## src/rtl/seq_restoring_divider_pkg.sv

```systemverilog
// ============================================================================
// Module  : seq_restoring_divider_pkg
// Purpose : State encodings and constants shared by the restoring divider.
// Revision: 1.0 - initial release
// ============================================================================
`default_nettype none

package seq_restoring_divider_pkg;

  localparam logic [1:0] ST_IDLE = 2'd0;
  localparam logic [1:0] ST_RUN  = 2'd1;
  localparam logic [1:0] ST_DONE = 2'd2;

  // Wide enough for any supported N; the top slices off its own width.
  localparam int                    DBZ_MAX_W    = 64;
  localparam logic [DBZ_MAX_W-1:0]  DBZ_QUOTIENT = '1;

endpackage

`default_nettype wire

```

## src/rtl/seq_restoring_divider_ks_subtractor.sv

```systemverilog
// ============================================================================
// Module  : ks_subtractor
// Purpose : W-bit Kogge-Stone subtractor computing a - b as a + ~b + 1.
// Revision: 1.0 - initial release
// ============================================================================
`default_nettype none

module ks_subtractor #(
  parameter int W = 9
) (
  input  logic [W-1:0] a,
  input  logic [W-1:0] b,
  output logic [W-1:0] diff,
  output logic         borrow_out
);

  localparam int LV = (W > 1) ? $clog2(W) : 1;

  logic [W-1:0]          w_bn;
  logic [W-1:0]          w_p;
  logic [LV:0][W-1:0]    w_g;
  logic [LV-1:0][W-1:0]  w_pp;

  assign w_bn = ~b;
  assign w_p  = a ^ w_bn;

  // Carry-in of 1 is folded into bit 0, so bit 0 never propagates.
  assign w_g[0][0]  = (a[0] & w_bn[0]) | w_p[0];
  assign w_pp[0][0] = 1'b0;

  generate
    for (genvar i = 1; i < W; i++) begin : g_init
      assign w_g[0][i]  = a[i] & w_bn[i];
      assign w_pp[0][i] = w_p[i];
    end

    for (genvar k = 0; k < LV; k++) begin : g_level
      localparam int D = 1 << k;
      for (genvar i = 0; i < W; i++) begin : g_bit
        if (i >= D) begin : g_merge
          assign w_g[k+1][i] = w_g[k][i] | (w_pp[k][i] & w_g[k][i-D]);
          if (k + 1 < LV) begin : g_prop
            assign w_pp[k+1][i] = w_pp[k][i] & w_pp[k][i-D];
          end
        end else begin : g_pass
          // Prefix already reaches bit 0 here, so the group propagate is 0.
          assign w_g[k+1][i] = w_g[k][i] | (w_pp[k][i] & 1'b0);
          if (k + 1 < LV) begin : g_prop
            assign w_pp[k+1][i] = w_pp[k][i];
          end
        end
      end
    end

    assign diff[0] = ~w_p[0];
    for (genvar i = 1; i < W; i++) begin : g_sum
      assign diff[i] = w_p[i] ^ w_g[LV][i-1];
    end
  endgenerate

  assign borrow_out = ~w_g[LV][W-1];

endmodule

`default_nettype wire

```

## src/rtl/seq_restoring_divider.sv

```systemverilog
// ============================================================================
// Module  : seq_restoring_divider
// Purpose : Iterative unsigned restoring divider, one quotient bit per clock.
// Revision: 1.0 - initial release
// ============================================================================
`default_nettype none

module seq_restoring_divider
  import seq_restoring_divider_pkg::*;
#(
  parameter int N = 8
) (
  input  logic         clk,
  input  logic         rst_n,
  input  logic         in_valid,
  output logic         in_ready,
  input  logic [N-1:0] dividend,
  input  logic [N-1:0] divisor,
  output logic         out_valid,
  input  logic         out_ready,
  output logic [N-1:0] quotient,
  output logic [N-1:0] remainder,
  output logic         div_by_zero
);

  localparam int CW = $clog2(N) + 1;

  logic [1:0]    r_state;
  logic [N-1:0]  r_q;
  logic [N-1:0]  r_r;
  logic [N-1:0]  r_d;
  logic [CW-1:0] r_count;
  logic          r_dbz;

  logic [N:0]    w_t;
  logic [N:0]    w_diff;
  logic          w_borrow;
  logic          w_unused_diff_msb;

  // Partial remainder shifted left with the next dividend bit brought in.
  assign w_t = {r_r, r_q[N-1]};

  ks_subtractor #(
    .W (N + 1)
  ) u_sub (
    .a          (w_t),
    .b          ({1'b0, r_d}),
    .diff       (w_diff),
    .borrow_out (w_borrow)
  );

  assign w_unused_diff_msb = w_diff[N];

  assign in_ready    = rst_n & (r_state == ST_IDLE);
  assign out_valid   = (r_state == ST_DONE);
  assign quotient    = r_q;
  assign remainder   = r_r;
  assign div_by_zero = r_dbz;

  always_ff @(posedge clk or negedge rst_n) begin
    if (!rst_n) begin
      r_state <= ST_IDLE;
      r_q     <= '0;
      r_r     <= '0;
      r_d     <= '0;
      r_count <= '0;
      r_dbz   <= 1'b0;
    end else begin
      case (r_state)
        ST_IDLE: begin
          if (in_valid) begin
            r_d <= divisor;
            if (divisor == '0) begin
              r_q     <= DBZ_QUOTIENT[N-1:0];
              r_r     <= dividend;
              r_dbz   <= 1'b1;
              r_count <= '0;
              r_state <= ST_DONE;
            end else begin
              r_q     <= dividend;
              r_r     <= '0;
              r_dbz   <= 1'b0;
              r_count <= CW'(N);
              r_state <= ST_RUN;
            end
          end
        end

        ST_RUN: begin
          r_q     <= {r_q[N-2:0], ~w_borrow};
          r_r     <= w_borrow ? w_t[N-1:0] : w_diff[N-1:0];
          r_count <= r_count - 1'b1;
          if (r_count == CW'(1)) begin
            r_state <= ST_DONE;
          end
        end

        ST_DONE: begin
          if (out_ready) begin
            r_state <= ST_IDLE;
          end
        end

        default: begin
          r_state <= ST_IDLE;
        end
      endcase
    end
  end

endmodule

`default_nettype wire

```

## config.mk

```make
export PLATFORM = sky130hd
export DESIGN_NAME = seq_restoring_divider
export DESIGN_NICKNAME = d
export VERILOG_FILES = /design/src/rtl/seq_restoring_divider_pkg.sv /design/src/rtl/seq_restoring_divider_ks_subtractor.sv /design/src/rtl/seq_restoring_divider.sv
export SDC_FILE = /design/constraint.sdc
export NUM_CORES = 1
export LEC_CHECK = 0
export CAP_MARGIN = 25
export CORE_MARGIN = 2
export CORE_UTILIZATION = 36
export CTS_BUF_LIST = sky130_fd_sc_hd__clkbuf_4 sky130_fd_sc_hd__clkbuf_8
export CTS_CLUSTER_SIZE = 25
export DETAILED_ROUTE_END_ITERATION = 10
export PLACE_DENSITY = 0.69
export SLEW_MARGIN = 20
export SYNTH_ARGS = -nofsm -noshare
export SYNTH_HDL_FRONTEND = slang
export SYNTH_HIERARCHICAL = 1
export SYNTH_SLANG_ARGS = --single-unit
```

## constraint.sdc

```tcl
create_clock -name clk -period 5.7 [get_ports clk]
set_input_delay 1.14 -clock clk [delete_from_list [all_inputs] [get_ports clk]]
set_output_delay 1.14 -clock clk [all_outputs]
set_load 0.005 [all_outputs]
```

== Word level (Yosys, flattened, before mapping) ==
Cells that the tools add are included.
Word-level totals
  register bits after elaboration: 31
  output and inout port bits: 19
  logic and storage cells: 103
Operators by class
  $add $sub $neg: 1
  eq/ne operators: 6
  multiplexer cells: 16
  bitwise logic cells: 68
  reductions and logical operators: 6
Operator list (count)
  2-to-1 mux 8 bit: 5
  AND 1 bit: 39
  one-hot mux 8 bit (2 select lines): 2
  bitwise OR 1 bit: 19
  inverter 8 -> 9 bit: 1
  XOR 9 bit: 1
  zero test 8 bit: 1
  2-to-1 mux 2 bit: 4
  2-to-1 mux 4 bit: 2
  one-hot mux 4 bit (2 select lines): 1
  XOR 1 bit: 7
  one-hot mux 2 bit (3 select lines): 1
  equality test 4 x 1 -> 1 bit, second input constant: 1
  != test 2 bit, second input constant: 2
  AND reduction 2 bit: 2
  subtractor 4 x 1 -> 4 bit, second input constant: 1
  AND reduction 3 bit: 1
  equality test 2 x 1 -> 1 bit, second input constant: 1
  equality test 2 bit, second input constant: 1
  zero test 2 bit: 1
  != test 2 x 1 -> 1 bit, second input constant: 1
  nonzero test 2 bit: 1
  2-to-1 mux 1 bit: 1
  inverter 1 bit: 1

== Depth between registers and ports, before layout ==
  depth in word-level cells: 11
  mapped depth: 10
  gate-level depth less buffers: 9

== By module ==
Netlist, hierarchy kept.
Modules (own cells, without submodules)
  seq_restoring_divider: times used 1, cells each 169, area an instance 1695.4 um^2, seq. area each 775.7 um^2
  ks_subtractor: times used 1, cells each 69, area an instance 465.4 um^2, seq. area each 0.0 um^2

== Worst setup path before layout ==
No wires, ideal clock.
  kind: in2out
  from: in rst_n
  to: out in_ready
  data arrival time: 1.340 ns
  setup slack: 3.220 ns
  stages: 1
  path buffers: 0
  cells stage by stage: nor3b_1
Between the ends
  cells in the longest elaborated chain, start to end: 1
Ends and longest elaborated chain
  start, declared: RTL line seq_restoring_divider.sv:14  | input logic rst_n,
  AND 1 bit: RTL line seq_restoring_divider.sv:54  | assign in_ready = rst_n & (r_state == ST_IDLE);
  end, declared: RTL line seq_restoring_divider.sv:16  | output logic in_ready,
Every way passes these cells.

== Worst setup path in the final report ==
Ends and elaborated chain as after synthesis.

==> results.tsv <==
stage	metric	value	unit
layout	Synth-to-Final Area Change	23.5	%
global_route	grt peak-use layer	met2	
global_route	met3 global-route usage	0.0281	
global_route	GRT met2 Usage	0.253	
cts	later-pin clock latency in the skew report	0.28	ns
critical_path	Max stage delay cell, worst path	clkdlybuf4s50_1	
hold_path	min-delay worst type	register to register	
timing	setup TNS	0	ns
yosys	Post-Syn Area	0.00210	sq mm
yosys	synth warn	6	
flow_run	max_cap viols	0	
detailed_routing	DRT iter0 DRCs	95	
cts	CTS buffer count	5	
layout	fill count	540	
global_route	GR Util All Layers	0.163	
yosys	Mean Syn Cell Area	9.22	sq um
global_route	first-pass GRT wire length	8310	um
floorplanning	Initial Util	0.377	
timing	Least-Margin Pin Slew	0.941	ns
layout	layout cells sized above 1	0.0992	
floorplanning	die extent in y	80.4	um
detailed_routing	via count	1777	
critical_path	Worst setup SP type	input port	
critical_path	Crit Path Max Fanout	32	
timing	final cycle utilization of the critical path	0.682	
power	Max VDD drop	0.284	mV
detailed_routing	drt drc	0	
timing	Hold Slack	0.506	ns
placed_design	routability cong.	0.862	
critical_path	kind of critical path	input port to output pin	
outcome	status	finished clean	
timing	Relative slew margins	0.371	
layout	Final Util	0.466	
critical_path	most used cell along the critical path	clkdlybuf4s50_1	
global_route	met1 GRT Util	0.231	
timing	RSZ-0062 raised after global routing	no	
timing	fin. max-slew vios	0	
cts	CTS Hold Bufs	0	
timing	Final Hold Viols	0	
placed_design	port buffer count	38	
cts	CTS root buf	clkbuf_8	
cts	post-CTS sizing	0	
power	Leakage	1.07	nW
detailed_routing	Routed Antenna Nets	0	
placed_design	Cell Area, Placed	0.00251	sq mm
floorplanning	die footprint	0.00647	sq mm
global_route	initial antenna violation count	0	
global_route	vias in the first global route	1726	
floorplanning	FP Rows	27	
yosys	post-synthesis cell count	228	
timing	fin crit period	3.89	ns
layout	Net count, final	294	
cts	CTS tree	yes	
critical_path	worst path cell trace	clkdlybuf4s50_1 > buf_4 > nor3b_1 > clkdlybuf4s50_1	
detailed_routing	1st-pass router iterations	4	
cts	CTS HTree Levels	2	
floorplanning	Ports	39	
timing	final setup vio count	0	
cts	CTS Buffer Depth	2	
yosys	net count after synthesis	260	
cts	clock-pin slew on the worst setup and hold paths	0.06	ns
power	Pwr per Cell Area	633	mW/mm^2
layout	Ant. Diodes	0	
floorplanning	CORE AREA	0.00557	sq mm
critical_path	max incr delay on CP	0.53	ns
cts	post-CTS setup buffers	0	
timing	Max Clock Freq	257	MHz
critical_path	critical path capture point type	output pin	
power	Overall Power	1.64	mW
cts	clock sinks	31	
timing	clk_skew	0.00554	ns
placed_design	hpwl dp	3540	um
global_route	pin count of the biggest net entering global routing	35	
critical_path	CP arrival	2.75	ns
detailed_routing	Vias/cell	5.32	
layout	Final Instance Area	0.00259	sq mm
detailed_routing	WL/cell	14.6	um
floorplanning	die span in x	80.4	um
critical_path	Worst Path Required	4.56	ns
global_route	GRT overflow	0	
detailed_routing	Post-Route WL	4860	um
-- registers in the layout, summed over array words and instances, names as in the netlist --
register and count:
div_by_zero 1, quotient 8, r_count 4, r_d 8, r_state 2, remainder 8
-- worst max-delay path, delay by kind of cell --
kind	cells	cell delay, ns
and+or+nand+nor	1	0.25
buffers and inverters	3	1.34
-- cells in the final DEF (no fill, tap or decap), types with 4 or more instances in the layout --
cell / count
o211ai_1: 9
mux2_2: 8
nand2_1: 14
nand4b_1: 9
a21oi_1: 16
inv_1: 14
nand2b_1: 16
a22o_1: 9
clkbuf_8: 6
dfrtp_1: 31
o21ai_0: 4
a31oi_1: 8
clkdlybuf4s50_1: 38
nor2_1: 22
ha_1: 11
o21ai_1: 8
-- report_power, final --
group / internal [mW] / leakage, nW / total, mW / switching [mW]
clock network: 0.0946 / 0.0470 / 0.173 / 0.0785
registers: 0.334 / 0.373 / 0.432 / 0.0980
logic: 0.523 / 0.652 / 1.04 / 0.515
-- worst paths after layout --
check	cells after the start	end	startpoint	slack [ns]
worst min-delay path	1	r_d[5]	r_d[5]	0.51
min in group asynchronous	2	r_count[2]	rst_n	1.26
max in group asynchronous	2	remainder[6]	rst_n	4.15
worst max register to register	9	quotient[0]	remainder[2]	3.41
worst max-delay path	4	in_ready	rst_n	1.81
worst min register to register	1	r_d[5]	r_d[5]	0.51
-- metrics by stage --
step / setup slack, ns / cells
final: 1.81 / 334
after CTS: 1.75 / 334
after global placement: 1.82 / 327
after floorplan: 3.22 / 228
after detailed placement: 1.76 / 327
after global routing: 1.66 / 334
-- layer usage --
metal | part of all wire | wire, um
met1 | 0.49 | 2370
met2 | 0.46 | 2220
met3 | 0.045 | 220
met4 | 0.012 | 59
met5 | 0 | 0
-- area by class of cell --
cell class	count	area [sq um]	share of cell area
Clock buffer	6	82.6	0.0318
Sequential cell	31	776	0.299
Multi-Input combinational cell	168	1180	0.456
Tap cell	72	90.1	0.0347
Clock inverter	1	5.00	0.00193
Inverter	15	56.3	0.0217
Timing Repair Buffer	41	403	0.155
No activity file was read; power rests on OpenSTA's default activity.
